**src/rtl/uart_rx_cfg.sv**
```systemverilog
`default_nettype none
// ============================================================================
// Module   : uart_rx_cfg
// Purpose  : Parametrised oversampled UART receiver with glitch rejection,
//            parity/framing/overrun reporting and a sticky valid/read handshake.
// Revision : 1.0 - initial release
// ============================================================================
module uart_rx_cfg #(
   parameter int DATA_BITS  = 8,
   parameter int OVERSAMPLE = 16,
   parameter int PARITY     = 0,
   parameter int STOP_BITS  = 1
) (
   input  logic                 baud_clk,
   input  logic                 reset,
   input  logic                 din,
   input  logic                 rd_en,
   output logic [DATA_BITS-1:0] out,
   output logic                 recieve_flag,
   output logic                 data_valid,
   output logic                 parity_err,
   output logic                 frame_err,
   output logic                 overrun_err
);

   localparam int c_CW = $clog2(OVERSAMPLE);
   localparam int c_BW = $clog2(DATA_BITS + 1);

   localparam logic [c_CW-1:0] c_HALF_M1   = c_CW'(OVERSAMPLE / 2 - 1);
   localparam logic [c_CW-1:0] c_FULL_M1   = c_CW'(OVERSAMPLE - 1);
   localparam logic [c_BW-1:0] c_LAST_DATA = c_BW'(DATA_BITS - 1);
   localparam logic [c_BW-1:0] c_LAST_STOP = c_BW'(STOP_BITS - 1);
   localparam logic            c_HAS_PAR   = (PARITY != 0);
   localparam logic            c_ODD       = (PARITY == 1);

   localparam logic [2:0] c_S_IDLE   = 3'd0;
   localparam logic [2:0] c_S_START  = 3'd1;
   localparam logic [2:0] c_S_DATA   = 3'd2;
   localparam logic [2:0] c_S_PARITY = 3'd3;
   localparam logic [2:0] c_S_STOP   = 3'd4;
   localparam logic [2:0] c_S_WAIT   = 3'd5;

   logic [2:0]           r_state;
   logic [2:0]           w_state_next;
   logic                 r_sync1;
   logic                 r_din_s;
   logic [c_CW-1:0]      r_cnt;
   logic [c_BW-1:0]      r_bit_cnt;
   logic [DATA_BITS-1:0] r_shift;
   logic                 r_stop_err;
   logic                 r_perr_pend;
   logic                 r_ferr_pend;
   logic                 r_done;
   logic                 w_sample;
   logic                 w_last_data;
   logic                 w_last_stop;
   logic                 w_frame_now;

   always_ff @(posedge baud_clk or negedge reset) begin
      if (!reset) begin
         r_state <= c_S_IDLE;
      end else begin
         r_state <= w_state_next;
      end
   end

   always_comb begin
      w_state_next = r_state;
      case (r_state)
         c_S_IDLE:   if (!r_din_s)    w_state_next = c_S_START;
         c_S_START:  if (w_sample)    w_state_next = r_din_s ? c_S_IDLE : c_S_DATA;
         c_S_DATA:   if (w_last_data) w_state_next = c_HAS_PAR ? c_S_PARITY : c_S_STOP;
         c_S_PARITY: if (w_sample)    w_state_next = c_S_STOP;
         c_S_STOP:   if (w_last_stop) w_state_next = w_frame_now ? c_S_WAIT : c_S_IDLE;
         c_S_WAIT:   if (r_din_s)     w_state_next = c_S_IDLE;
         default:                     w_state_next = c_S_IDLE;
      endcase
   end

   // Start bit is checked at its centre; later bits a full period apart.
   always_comb begin
      w_sample = 1'b0;
      case (r_state)
         c_S_START:                      w_sample = (r_cnt == c_HALF_M1);
         c_S_DATA, c_S_PARITY, c_S_STOP: w_sample = (r_cnt == c_FULL_M1);
         default:                        w_sample = 1'b0;
      endcase
      w_last_data = w_sample && (r_state == c_S_DATA) && (r_bit_cnt == c_LAST_DATA);
      w_last_stop = w_sample && (r_state == c_S_STOP) && (r_bit_cnt == c_LAST_STOP);
      w_frame_now = r_stop_err | ~r_din_s;
   end

   always_ff @(posedge baud_clk or negedge reset) begin
      if (!reset) begin
         r_sync1     <= 1'b1;
         r_din_s     <= 1'b1;
         r_cnt       <= '0;
         r_bit_cnt   <= '0;
         r_shift     <= '0;
         r_stop_err  <= 1'b0;
         r_perr_pend <= 1'b0;
         r_ferr_pend <= 1'b0;
         r_done      <= 1'b0;
      end else begin
         r_sync1 <= din;
         r_din_s <= r_sync1;
         r_done  <= w_last_stop;

         if (w_sample || (w_state_next != r_state) ||
             (r_state == c_S_IDLE) || (r_state == c_S_WAIT)) begin
            r_cnt <= '0;
         end else begin
            r_cnt <= r_cnt + 1'b1;
         end

         if (w_state_next != r_state) begin
            r_bit_cnt <= '0;
         end else if (w_sample) begin
            r_bit_cnt <= r_bit_cnt + 1'b1;
         end

         if (w_sample && (r_state == c_S_DATA)) begin
            r_shift <= {r_din_s, r_shift[DATA_BITS-1:1]};
         end

         if (r_state != c_S_STOP) begin
            r_stop_err <= 1'b0;
         end else if (w_sample) begin
            r_stop_err <= w_frame_now;
         end

         if (r_state == c_S_START) begin
            r_perr_pend <= 1'b0;
         end else if (w_sample && (r_state == c_S_PARITY)) begin
            r_perr_pend <= ((^r_shift) ^ r_din_s) != c_ODD;
         end

         if (w_last_stop) begin
            r_ferr_pend <= w_frame_now;
         end
      end
   end

   // Completion beats a coincident read: the new byte stays valid, no overrun.
   always_ff @(posedge baud_clk or negedge reset) begin
      if (!reset) begin
         out          <= '0;
         recieve_flag <= 1'b0;
         data_valid   <= 1'b0;
         parity_err   <= 1'b0;
         frame_err    <= 1'b0;
         overrun_err  <= 1'b0;
      end else begin
         recieve_flag <= r_done;
         if (r_done) begin
            out         <= r_shift;
            parity_err  <= r_perr_pend;
            frame_err   <= r_ferr_pend;
            data_valid  <= 1'b1;
            overrun_err <= rd_en ? 1'b0 : (overrun_err | data_valid);
         end else if (rd_en) begin
            data_valid  <= 1'b0;
            overrun_err <= 1'b0;
         end
      end
   end

endmodule
`default_nettype wire

```
**config.mk**
```make
export PLATFORM = sky130hd
export DESIGN_NAME = uart_rx_cfg
export DESIGN_NICKNAME = d
export VERILOG_FILES = /design/src/rtl/uart_rx_cfg.sv
export SDC_FILE = /design/constraint.sdc
export NUM_CORES = 1
export LEC_CHECK = 0
export ABC_AREA = 1
export BUFFER_PORTS_ARGS = -buffer_cell sky130_fd_sc_hd__buf_2
export CORE_UTILIZATION = 62
export CTS_CLUSTER_DIAMETER = 150
export DETAILED_ROUTE_END_ITERATION = 16
export GPL_TIMING_DRIVEN = 0
export PLACE_DENSITY = 0.88
export SYNTH_ARGS = -nofsm -noshare
export SYNTH_HDL_FRONTEND = slang
export SYNTH_SLANG_ARGS = --single-unit
export TNS_END_PERCENT = 10
```
**constraint.sdc**
```tcl
create_clock -name baud_clk -period 3.8 [get_ports baud_clk]
set_input_delay 0.38 -clock baud_clk [delete_from_list [all_inputs] [get_ports baud_clk]]
set_output_delay 0.38 -clock baud_clk [all_outputs]
set_load 0.02 [all_outputs]
```
# Word-level counts from Yosys, hierarchy flattened
# Cells that the tools add are included.
[totals]
regBits = 38
input_bits = 4
output_inout_bits = 13
elab_cells = 69
[classes]
n_addsub = 2
n_eq_ne = 10
n_mux = 21
bitwise_logic = 4
n_reduce_logical = 16
[op_table]
columns = ["operator", "n"]
rows = [
  ["2-to-1 mux 3 bit", 7],
  ["one-hot mux 3 bit (6 select lines)", 1],
  ["2-to-1 mux 4 bit", 3],
  ["adder 4 x 1 -> 4 bit (second input constant)", 2],
  ["== test 4 x 3 -> 1 bit (second input constant)", 2],
  ["2-to-1 mux 1 bit", 8],
  ["nonzero test 2 bit", 4],
  ["XOR reduction 8 bit", 1],
  ["== test 3 x 2 -> 1 bit (second input constant)", 2],
  ["== test 3 bit (second input constant)", 2],
  ["logical AND 1 bit", 5],
  ["== test 4 bit (second input constant)", 1],
  ["zero test 4 bit", 1],
  ["== test 3 x 1 -> 1 bit (second input constant)", 1],
  ["zero test 3 bit", 1],
  ["logical OR 1 bit", 3],
  ["!= test 3 bit", 1],
  ["!= test 3 bit (second input constant)", 1],
  ["OR reduction 3 bit", 1],
  ["2-to-1 mux 2 bit", 1],
  ["bitwise OR 1 bit", 2],
  ["one-hot mux 1 bit (2 select lines)", 1],
  ["NOT 1 bit", 1],
  ["bitwise XOR 1 bit", 1],
]

# Logic depth before layout (Yosys ltp)
# Gate-level depths: netlist of the first run.
[depth]
depth_word = 12
ltp_mapped = 12
depth_no_buf = 12

# Worst setup path after synthesis of the first run
# Ideal clock, no wire load.
[synth_path]
path_kind = "register to register"
startpoint = "reg r_state[0]"
endpoint = "reg r_cnt[0]"
setup_time_ns = 0.073
t_arrival_ns = 1.461
t_required_ns = 3.727
setup_slack_ns = 2.266
path_stages_with_launch = 12
n_path_buf = 0
synth_period_minus_slack_ns = 1.534
cell_sequence = "dfrtp_1 -> nor2_2 -> nand2_2 -> nand3_2 -> nand2_2 -> nor2_8 -> nand3b_2 -> nand2_2 -> nand2_1 -> nand2_2 -> nand4_2 -> nor2_1"
[synth_between]
elab_chain_cells = 12
word_cells_on_any_way = 24
cone_classes = "eq/ne: 6; mux: 9; reduce/logical: 9"
[synth_lines]
columns = ["element", "line_no", "text"]
rows = [
  ["start, declared", "43", "logic [2:0] r_state;"],
  ["start signal, assigned", "61", "r_state <= c_S_IDLE;"],
  ["start signal, assigned", "63", "r_state <= w_state_next;"],
  ["== test 3 x 2 -> 1 bit (tied with other cells)", "69, 83, 88", ""],
  ["OR reduction 3 bit", "83", "case (r_state)"],
  ["one-hot mux 1 bit (2 select lines)", "83", ""],
  ["logical AND 1 bit, on equally long branches (2 in series)", "89, 88", ""],
  ["2-to-1 mux 3 bit, on equally long branches", "74, 72", ""],
  ["one-hot mux 3 bit (6 select lines) (*)", "69", "case (r_state)"],
  ["named net w_state_next[0]", "44", "logic [2:0] w_state_next;"],
  ["!= test 3 bit (*)", "109", "if (w_sample || (w_state_next != r_state) ||"],
  ["logical OR 1 bit (*) (2 in series)", "109", ""],
  ["logical OR 1 bit (*)", "110", "(r_state == c_S_IDLE) || (r_state == c_S_WAIT)) begin"],
  ["2-to-1 mux 4 bit (*)", "109", ""],
  ["end signal, assigned", "113", "r_cnt <= r_cnt + 1'b1;"],
  ["end, declared", "47", "logic [c_CW-1:0] r_cnt;"],
]
# Mark *: on every way through the listed nets, which the timed path passes. The rest lies on a longest branch.
# A chain may end at the register's enable or synchronous reset.

# Worst setup path in the final report of the first run
[layout_path]
startpoint = "reg r_state[0]"
endpoint = "reg r_cnt[2]"
# The elaborated chain is that of the path after synthesis.

==> results of run 1 <==
stage by stage:
step           cells  setup slack [ns]  cell area (um^2)
2_1_floorplan    199             2.266              1788
3_3_place_gp     246             2.042              1907
3_5_place_dp     246             1.978              1907
4_1_cts          254             1.952              1971
5_1_grt          254             1.775              1971
6_report         254             1.944              1971
final cells by class:
cell class,instances,area (um^2),area share (%)
buffer,2,7.507,0.3810
clock buffer,6,51.30,2.603
clock inverter,2,12.51,0.6349
inverter,23,88.84,4.508
multi-input combinational,136,738.2,37.46
sequential,38,953.4,48.38
tap,31,38.79,1.968
timing repair buffer,16,80.08,4.063
layer usage:
| metal | routed length, um | vias to the layer above | part of all wire (%) | global-route usage [%] |
|---|---|---|---|---|
| met3 | 134 | 5 | 4.3 | 5.116 |
| met1 | 1418 | 608 | 46 | 30.71 |
| met5 | 0 | - | 0 | 0 |
| met4 | 36 | 0 | 1.2 | 10.71 |
| met2 | 1494 | 33 | 48 | 36.14 |
| li1 | - | 667 | - | - |
critical path, delay by kind of cell (launching register included):
kind	cells	cell delay, ns
flip-flops	1	0.47
AND/OR/NAND/NOR	9	1.34
how the worst max path moves through the flow:
stage                         end  cells past startpoint                 start
6_report       r_cnt[2]$_DFF_PN0_                      9  r_state[0]$_DFF_PN0_
5_1_grt        r_cnt[2]$_DFF_PN0_                      9  r_state[0]$_DFF_PN0_
4_1_cts        r_cnt[2]$_DFF_PN0_                      9  r_state[0]$_DFF_PN0_
3_5_place_dp   r_cnt[2]$_DFF_PN0_                      9  r_state[0]$_DFF_PN0_
3_3_place_gp   r_cnt[1]$_DFF_PN0_                      9  r_state[0]$_DFF_PN0_
2_1_floorplan  r_cnt[0]$_DFF_PN0_                     11  r_state[0]$_DFF_PN0_
cells by family (layout without fill, tap and decap cells):
family / after synthesis / after routing / synth area share [%]
and+or+nand+nor: 103 / 103 / 27.78
adders and majority gates: 3 / 3 / 2.100
xor gates and xnor gates: 12 / 12 / 5.878
AOI/OAI and AO/OA: 18 / 18 / 5.529
DFF: 38 / 38 / 53.32
buffers and inverters: 25 / 49 / 5.389
power groups by stage:
stage,clock network [W],registers (W),logic (W)
final,0.000218,0.000423,0.0000396
after global routing,0.000242,0.000424,0.0000473
after CTS,0.000223,0.000422,0.0000402
after detailed placement,0,0.000430,0.0000401
after global placement,0,0.000429,0.0000386
after floorplan,0,0.000428,0.0000254
registers in the layout, summed over array words and instances, names as in the netlist, 3 cells and up:
signal     cells
out            8
r_shift        8
r_bit_cnt      4
r_cnt          4
r_state        3
Yosys cell counts (all sizes together):
cell,instances,area (um^2)
nand2,64,272.8
dfrtp,36,900.9
nand3,9,60.06
o31ai,1,7.510
a21oi,5,28.78
o211ai,1,7.510
nand4,5,37.53
xnor2,6,52.55
nor2,21,100.1
clkbuf,2,7.510
xor2,6,52.55
ha,3,37.54
o21ai,11,55.05
nor3,3,15.01
nand3b,1,11.26
inv,23,88.84
dfstp,2,52.55
==> impl_metrics.py, run 1 <==
metrics = {
    "status": {
        "status": "finished, final reports clean",
    },
    "pwr": {
        "seqPwrFrac_pct": 62.2,
        "power_per_cell_area_nw_per_um2": 345.2,
        "vdd_drop_max_mv": 0.3099,
        "power.total_w": 0.0006802,
        "p_clk_share_pct": 32.0,
        "sw_frac_of_total_pct": 24.15,
        "power_leakage_nw": 1.075,
        "comb_power_share_pct": 5.8,
        "internal_power_w": 0.0005159,
        "power_switching_w": 0.0001643,
    },
    "die": {
        "pin_count": 17,
        "start_util_pct": 65.40,
        "dieWidth_um": 55.70,
        "rows": 19,
        "core_area_um2": 2734,
        "die_h_um": 55.70,
        "die_area_um2": 3102,
    },
    "worst_setup_path": {
        "r2r_start": "r_state[0]$_DFF_PN0_",
        "critPathMaxStageDelay_ns": 0.47,
        "cp_max_fo": 6,
        "r2r_end": "r_cnt[2]$_DFF_PN0_",
        "timing.critical_path.mode_cell": "nand2_2",
        "regToRegSetupSlack_ns": 1.94,
        "critical_path_class": "flop to flop",
        "worst_setup_path_end_kind": "flop",
        "crit_chain": "nor2_2 > nand2_2 > nor3_1 > nand3b_2 > nand2_2 > nand2_1 > nand2_2 > nand4_2 > nor2_1",
        "rr_worst_depth": 9,
        "crit_path_top_delay_cell": "dfrtp_1",
        "cp.required_ns": 4.07,
        "critPathLaunchType": "flop",
        "cp.arrival_ns": 2.12,
    },
    "clock_tree": {
        "cts_tree": "done",
        "worstSkewPairLatency_ns": 0.33,
        "clkSinkCount": 38,
        "post_cts_buffers": 0,
        "numCtsBuffers": 5,
        "cts_hold_buffers": 0,
        "cts_resized": 0,
        "clk_pin_slew_ns": 0.11,
        "cts_root_buf": "clkbuf_4",
        "clockBufferDepth": 2,
        "htree_levels": 2,
    },
    "grt": {
        "antenna_found_initial": 0,
        "grt_first_pass_wirelength_mm": 5.540,
        "grt_overflow": 0,
        "grt_util_all_layers_pct": 23.06,
        "grt_pass1_vias": 1298,
        "grt_start_max_net_pins": 39,
    },
    "placed_design": {
        "place_congestion": 0.9047,
        "io_buffers": 16,
        "dp_hpwl_mm": 2.336,
    },
    "logic_synthesis": {
        "yosysWarnings": 0,
        "synth_cell_type_count": 26,
        "syn_avg_cell_area_um2": 8.985,
        "seq_area_frac_synth_pct": 53.32,
        "syn-num-nets": 206,
        "netlist_area_um2": 1788,
        "netlist_instances": 199,
        "yosys_register_bits": 38,
    },
    "timing": {
        "period_share_pct": 48.85,
        "finalCriticalPeriod_ns": 1.856,
        "final-setup-viol-count": 0,
        "relSlewSlack_pct": 46.80,
        "fmax_ghz": 0.5388,
        "worst_pin_slew_ns": 0.7980,
        "whs_ns": 0.1245,
        "final.setup.tns_ns": 0,
        "drv_slew": 0,
        "rsz0062_at_grt": "false",
        "skew_ns": 0.007804,
        "hold_viol": 0,
    },
    "drt": {
        "drt_iter0_drc": 32,
        "routed-via-count": 1313,
        "drtAntennaViolNets": 0,
        "vias_per_cell": 5.169,
        "drcViolationCount": 0,
        "wirelength_mm": 3.084,
        "dr.pass1.iters": 4,
        "post_drt_wl_per_cell_um": 12.14,
    },
    "cells_and_area": {
        "mostFrequentLayoutCells": "57 x nand2_1, 36 x dfrtp_1, 21 x inv_1",
        "insertedDiodeCount": 0,
        "fill_cells": 215,
        "final_layout_size_suffix_gt1_share_pct": 19.73,
        "syn2layout_area_growth_pct": 10.22,
        "final_core_util_pct": 72.08,
        "final_common_cell": "nand2_1",
        "nNetsFinal": 229,
    },
    "hold_path": {
        "min_path_type": "primary input to async pin",
    },
    "job": {
        "drv_cap": 0,
    },
}
Note: power is estimated with default switching activity, not from simulation.
==> run 2, diff against run 1 <==
--- a/config.mk
+++ b/config.mk
@@ -7,11 +7,11 @@
 export LEC_CHECK = 0
 export ABC_AREA = 1
 export BUFFER_PORTS_ARGS = -buffer_cell sky130_fd_sc_hd__buf_2
-export CORE_UTILIZATION = 62
+export CORE_UTILIZATION = 52
 export CTS_CLUSTER_DIAMETER = 150
 export DETAILED_ROUTE_END_ITERATION = 16
 export GPL_TIMING_DRIVEN = 0
-export PLACE_DENSITY = 0.88
+export PLACE_DENSITY = 0.79
 export SYNTH_ARGS = -nofsm -noshare
 export SYNTH_HDL_FRONTEND = slang
 export SYNTH_SLANG_ARGS = --single-unit
==> constraint.sdc (replaced) <==
create_clock -name baud_clk -period 1.55 [get_ports baud_clk]
set_input_delay 0.155 -clock baud_clk [delete_from_list [all_inputs] [get_ports baud_clk]]
set_output_delay 0.155 -clock baud_clk [all_outputs]
set_load 0.02 [all_outputs]
==> run 2 against run 1 <==
The run now ends with negative setup slack left. Maximum frequency rose by 8.8%. Die area rose by 19%. Core utilization fell by 2.5 points. Sequential share of layout area fell by 4.7 points. Clock-buffer cell count did not move. Global-route usage rose by 0.54 points. Clock skew rose by 0.0048 ns. Final cell count rose by 9.1%. Design area rose by 11%. Via count rose by 8.3%. Critical path type unchanged. Largest cell class unchanged.
==> impl_metrics.py, run 2 (synthesis results as in run 1) <==
metrics = {
    "grt": {
        "grt_start_max_net_pins": 39,
        "grt_first_pass_wirelength_mm": 6.175,
        "grt_pass1_vias": 1387,
        "grt_overflow": 0,
        "grt_util_all_layers_pct": 23.60,
        "antenna_found_initial": 0,
    },
    "cells_and_area": {
        "ff_latch_area_um2": 957.2,
        "multiInputGateArea_um2": 853.3,
        "syn2layout_area_growth_pct": 22.67,
        "insertedDiodeCount": 0,
        "layoutNonFillerInstCount": 277,
        "mostFrequentLayoutCells": "54 x nand2_1, 33 x dfrtp_1, 20 x inv_1",
        "nNetsFinal": 239,
        "final_layout_size_suffix_gt1_share_pct": 29.61,
        "final_common_cell": "nand2_1",
        "reg.largest.list": "out: 8 flops, r_shift: 8 flops",
        "fill_cells": 251,
        "final_core_util_pct": 69.56,
    },
    "pwr": {
        "sw_frac_of_total_pct": 25.82,
        "power_switching_w": 0.0004469,
        "comb_power_share_pct": 7.8,
        "power_leakage_nw": 1.175,
        "power.total_w": 0.001731,
        "power_per_cell_area_nw_per_um2": 789.0,
        "p_clk_share_pct": 32.5,
        "vdd_drop_max_mv": 0.5318,
        "internal_power_w": 0.001284,
        "seqPwrFrac_pct": 59.8,
    },
    "clock_tree": {
        "cts_tree": "done",
        "clk_pin_slew_ns": 0.12,
        "numCtsBuffers": 5,
        "htree_levels": 2,
        "clockBufferDepth": 2,
        "clkSinkCount": 38,
        "worstSkewPairLatency_ns": 0.36,
        "cts_root_buf": "clkbuf_4",
    },
    "timing": {
        "whs_ns": 0.3687,
        "final.setup.tns_ns": -1.068,
        "relSlewSlack_pct": 45.31,
        "period_share_pct": 110.1,
        "skew_ns": 0.01263,
        "drv_slew": 0,
        "rsz0062_at_grt": "true",
        "fmax_ghz": 0.5861,
        "setup_slack_ns": -0.1563,
        "final-setup-viol-count": 8,
        "worst_pin_slew_ns": 0.8203,
        "hold_viol": 0,
        "finalCriticalPeriod_ns": 1.706,
    },
    "drt": {
        "drcViolationCount": 0,
        "post_drt_wl_per_cell_um": 13.27,
        "wirelength_mm": 3.676,
        "routed-via-count": 1422,
        "vias_per_cell": 5.134,
        "drtAntennaViolNets": 0,
        "drt_iter0_drc": 88,
        "dr.pass1.iters": 4,
    },
    "worst_setup_path": {
        "critical_path_class": "flop to flop",
        "critPathLaunchType": "flop",
        "cp.required_ns": 1.84,
        "worst_setup_path_end_kind": "flop",
        "cp_max_fo": 5,
        "cp.arrival_ns": 2.00,
    },
    "hold_path": {
        "min_path_type": "flop to flop",
    },
    "status": {
        "status": "complete, but fails checks",
        "failed_checks": "negative setup slack",
    },
    "die": {
        "die_area_um2": 3677,
        "pin_count": 17,
        "core_area_um2": 3153,
        "dieWidth_um": 60.64,
        "die_h_um": 60.64,
        "rows": 20,
        "start_util_pct": 56.71,
    },
    "job": {
        "drv_cap": 0,
    },
    "placed_design": {
        "dp_cells": 259,
        "io_buffers": 16,
        "dp_hpwl_mm": 2.269,
        "place_congestion": 0.7962,
    },
}
==> run 2: cell count changes in the layout (fill, tap and decap cells not counted), moves of 3 or more <==
cell | before | now
buf_4 | 0 | 6
dfrtp_1 | 36 | 33
dfrtp_2 | 0 | 3
dlygate4sd3_1 | 0 | 3
nand2_1 | 57 | 54
nand3_4 | 0 | 3
nor2_1 | 18 | 12
nor2_2 | 2 | 7
==> run 2: critical path, cell delays in order (launching register included) <==
cell and delay, ns:
dfrtp_2 0.47, inv_2 0.12, nand2_8 0.08, nor2_1 0.15
nand4_1 0.22, nor2_1 0.19, nor2_2 0.07, nand3_4 0.09
nand4_4 0.13, nor2_1 0.12
==> run 2: cell type report <==
class,count,area share [%]
flip-flops and latches,38,43.64
multi-input cells,136,38.90
repair buffers,26,7.587
inverters,23,4.050
well taps,44,2.510
clock buffers,6,2.339
clock inverters,2,0.5705
plain buffers,2,0.3993
==> run 2: repair_timing <==
action                     CTS  global route
pin swaps                    9            11
buffers inserted             6             1
hold endpoints to repair    38             0
hold buffers                 3             0
gates resized for setup     21            10
setup endpoints to repair   16            19
==> run 2: per-stage QoR <==
stage | worst slack, ns | instance area (um^2)
after floorplan | 0.01620 | 1788
after global placement | -0.2267 | 1923
after detailed placement | -0.3008 | 1923
after CTS | -0.1530 | 2157
after global routing | -0.2578 | 2193
final | -0.1563 | 2193
==> run 2: final timing paths <==
path	to	from	slack [ns]	cells past startpoint
worst max-delay path	r_cnt[3]$_DFF_PN0_	r_state[2]$_DFF_PN0_	-0.16	9
worst min-delay path	r_din_s$_DFF_PN1_	r_sync1$_DFF_PN1_	0.37	0
worst max register to register	r_cnt[3]$_DFF_PN0_	r_state[2]$_DFF_PN0_	-0.16	9
worst min register to register	r_din_s$_DFF_PN1_	r_sync1$_DFF_PN1_	0.37	0
max in group asynchronous	r_state[2]$_DFF_PN0_	reset	0.56	2
min in group asynchronous	r_done$_DFF_PN0_	reset	0.43	2
==> run 2: power groups by stage <==
stage                     registers, W   logic, W  clock network, W
after global placement         0.00105  0.0000960                 0
after floorplan                0.00105  0.0000622                 0
after detailed placement       0.00105  0.0000993                 0
after global routing           0.00104   0.000158          0.000617
after CTS                      0.00103   0.000120          0.000575
final                          0.00103   0.000134          0.000562
==> run 2: routing by layer <==
metal  vias up  wire length (um)  track usage (%)
met3        10               118            5.330
met4         0               107            12.01
li1        695                 -                -
met2        34              1894            41.44
met1       683              1556            26.92
met5         -                 0                0
==> run 3, diff against run 2 <==
--- a/config.mk
+++ b/config.mk
@@ -5,13 +5,14 @@
 export SDC_FILE = /design/constraint.sdc
 export NUM_CORES = 1
 export LEC_CHECK = 0
-export ABC_AREA = 1
+export ABC_AREA = 0
 export BUFFER_PORTS_ARGS = -buffer_cell sky130_fd_sc_hd__buf_2
 export CORE_UTILIZATION = 52
 export CTS_CLUSTER_DIAMETER = 150
 export DETAILED_ROUTE_END_ITERATION = 16
 export GPL_TIMING_DRIVEN = 0
 export PLACE_DENSITY = 0.79
+export RECOVER_POWER = 50
 export SYNTH_ARGS = -nofsm -noshare
 export SYNTH_HDL_FRONTEND = slang
 export SYNTH_SLANG_ARGS = --single-unit
==> run 3 against run 2 <==
Worst hold slack worse by 0.0070 ns. The flow still finishes with violations (negative setup slack). Highest routed layer unchanged. Maximum frequency is 7.7% lower. Via count is 12% lower.
==> impl_metrics.py, run 3 <==
metrics = {
    "clock_tree": {
        "cts_tree": "done",
        "clkSinkCount": 38,
        "clk_pin_slew_ns": 0.10,
        "worstSkewPairLatency_ns": 0.34,
        "clockBufferDepth": 2,
        "cts_root_buf": "clkbuf_4",
        "numCtsBuffers": 5,
        "htree_levels": 2,
    },
    "drt": {
        "wirelength_mm": 3.526,
        "drtAntennaViolNets": 0,
        "drcViolationCount": 0,
        "drt_iter0_drc": 43,
        "post_drt_wl_per_cell_um": 15.33,
        "routed-via-count": 1254,
        "vias_per_cell": 5.452,
        "dr.pass1.iters": 4,
    },
    "logic_synthesis": {
        "synth_common_cells": "36 x dfrtp_1, 18 x mux2_2, 12 x nor2_1",
        "synth_top_family_by_area": "simple AND/OR/NAND/NOR gates",
        "netlist_area_um2": 1841,
        "syn_avg_cell_area_um2": 12.19,
        "yosysWarnings": 0,
        "yosys_register_bits": 38,
        "yosys.area_share.xor_xnor_pct": 5.710,
        "seq_area_frac_synth_pct": 51.80,
        "synth_mux_area_share_pct": 11.56,
        "synth_top_area_share_pct": 48.95,
        "ys.flop_type": "dfrtp_1",
        "synth_top_cell_by_area": "dfrtp_1",
        "synth.area.top_cells": "dfrtp_1 49%, mux2_2 11%, xnor2_1 3.8%, dfstp_2 2.9%, nor2_1 2.4%",
        "synth_simple_gate_area_share_pct": 13.73,
        "netlist_instances": 151,
        "syn-num-nets": 158,
        "async_flop_share_pct": 100.0,
        "synth-edff-count": 0,
        "synth_fa_ha_area_share_pct": 2.039,
        "yosysMostFrequentCell": "dfrtp_1",
        "synth_cell_type_count": 48,
        "synth_compound_area_share_pct": 12.10,
    },
    "die": {
        "die_h_um": 61.50,
        "start_util_pct": 54.72,
        "die_area_um2": 3782,
        "pin_count": 17,
        "core_area_um2": 3363,
        "rows": 21,
        "dieWidth_um": 61.50,
    },
    "cells_and_area": {
        "final_core_util_pct": 64.69,
        "mostFrequentLayoutCells": "35 x dfrtp_1, 18 x mux2_2, 14 x buf_2",
        "insertedDiodeCount": 0,
        "nNetsFinal": 190,
        "final_layout_size_suffix_gt1_share_pct": 39.67,
        "reg.largest.list": "out: 8 flops, r_shift: 8 flops",
        "syn2layout_area_growth_pct": 18.22,
        "final_area_um2": 2176,
        "final_common_cell": "dfrtp_1",
        "layoutNonFillerInstCount": 230,
    },
    "placed_design": {
        "placed_area_um2": 1978,
        "dp_cells": 213,
        "place_congestion": 0.8936,
        "dp_slack_ns": -0.2884,
        "io_buffers": 16,
        "dp_hpwl_mm": 2.431,
    },
    "timing": {
        "finalCriticalPeriod_ns": 1.849,
        "final-setup-viol-count": 17,
        "drv_slew": 0,
        "worst_pin_slew_ns": 0.8962,
        "relSlewSlack_pct": 40.25,
        "skew_ns": 0.01286,
        "setup_slack_ns": -0.2990,
        "rsz0062_at_grt": "true",
        "hold_viol": 0,
        "fmax_ghz": 0.5408,
        "period_share_pct": 119.3,
    },
    "worst_setup_path": {
        "cp.arrival_ns": 2.08,
        "crit_path_top_delay_cell": "dfrtp_1",
        "worst_setup_path_end_kind": "flop",
        "cp_max_fo": 4,
        "critical_path_class": "flop to flop",
        "critPathMaxStageDelay_ns": 0.41,
        "cp.required_ns": 1.78,
        "critPathLaunchType": "flop",
        "crit_chain": "inv_2 > ha_4 > or3b_4 > nand4b_1 > a32o_2 > o2111ai_4 > nor2_1",
    },
    "pwr": {
        "comb_power_share_pct": 30.5,
        "sw_frac_of_total_pct": 33.49,
        "vdd_drop_max_mv": 0.8431,
        "internal_power_w": 0.001824,
        "p_clk_share_pct": 25.7,
        "power.total_w": 0.002743,
        "power_switching_w": 0.0009189,
        "power_leakage_nw": 1.034,
        "seqPwrFrac_pct": 43.8,
        "power_per_cell_area_nw_per_um2": 1261,
    },
    "job": {
        "drv_cap": 0,
    },
    "hold_path": {
        "min_path_type": "flop to flop",
    },
    "grt": {
        "grt_util_all_layers_pct": 20.30,
        "grt_first_pass_wirelength_mm": 5.375,
        "grt_start_max_net_pins": 39,
        "grt_pass1_vias": 1111,
        "grt_overflow": 0,
        "antenna_found_initial": 0,
    },
    "status": {
        "failed_checks": "negative setup slack",
        "status": "complete, but fails checks",
    },
}
## run 3: changes by cell type after synthesis, sizes merged, moves of 3 or more
| cell | delta |
|---|---|
| nand3 | -7 |
| nor2 | -8 |
| o21ai | -3 |
| nand2 | -58 |
| and3 | +3 |
| nand4 | -5 |
| buf | +5 |
| o21a | +3 |
| mux2 | +18 |
| inv | -18 |
## run 3: what timing repair did
action	in CTS	in global routing
hold buffers	3	0
gates resized for setup	3	8
endpoints found under the setup margin	16	21
buffers inserted	3	3
pin swaps	3	3
hold endpoints to repair	38	0
## run 3: layout make-up
cell class | instances | area [um^2]
Clock inverter | 1 | 30.03
Inverter | 5 | 18.77
Timing Repair Buffer | 25 | 151.4
Multi-Input combinational cell | 102 | 870.8
Clock buffer | 7 | 55.05
Tap cell | 46 | 57.56
Buffer | 6 | 37.54
Fill cell | 264 | 1187
Sequential cell | 38 | 954.7
## run 3: routing by layer
| metal | part of all wire, % | GRT usage, % |
|---|---|---|
| met5 | 0 | 0 |
| met2 | 50 | 32.87 |
| met1 | 46 | 26.34 |
| met4 | 1.3 | 7.619 |
| met3 | 2.6 | 5.042 |
## run 3: cells by family (layout without fill, tap and decap cells)
family	Yosys count	count (layout)
fa+ha+maj	3	3
xor+xnor	12	12
simple gates	39	39
flops	38	38
compound gates	29	29
mux	19	19
buf+inv	11	44
## run 3: metrics by stage
stage	hold WS (ns)	TNS [ns]
floorplan	-0.1406	-0.4669
global placement	0.2608	-1.867
detailed placement	0.2626	-2.537
CTS	0.3628	-1.957
global route	0.3701	-3.909
finish	0.3617	-2.645
## run 3: worst max-delay path: cells and delay by family (launching register included)
| family | cells | cell delay [ns] |
|---|---|---|
| AND/OR/NAND/NOR | 3 | 0.71 |
| buffers and inverters | 1 | 0.08 |
| AO/OA/AOI/OAI | 2 | 0.42 |
| flip-flops | 1 | 0.41 |
| adder cells (fa/ha/maj) | 1 | 0.11 |
## run 3: path summary, 6_finish.rpt
check                                    startpoint  depth (start not counted)  slack, ns                  endpoint
min                               r_sync1$_DFF_PN1_                          0       0.36         r_din_s$_DFF_PN1_
max                        r_bit_cnt[0]$_DFFE_PN0P_                          7      -0.30  r_bit_cnt[1]$_DFFE_PN0P_
max reg2reg                r_bit_cnt[0]$_DFFE_PN0P_                          7      -0.30  r_bit_cnt[1]$_DFFE_PN0P_
min in group asynchronous                     reset                          2       0.45    data_valid$_DFFE_PN0P_
max in group asynchronous                     reset                          2       0.50      r_state[0]$_DFF_PN0_
min reg2reg                       r_sync1$_DFF_PN1_                          0       0.36         r_din_s$_DFF_PN1_
## run 3: power groups by stage
stage	clock network, W	registers, W	logic, W
after global routing	0.000753	0.00121	0.000911
after detailed placement	0	0.00122	0.000715
final	0.000705	0.00120	0.000837
after CTS	0.000718	0.00120	0.000747
after floorplan	0	0.00119	0.000569
after global placement	0	0.00121	0.000683
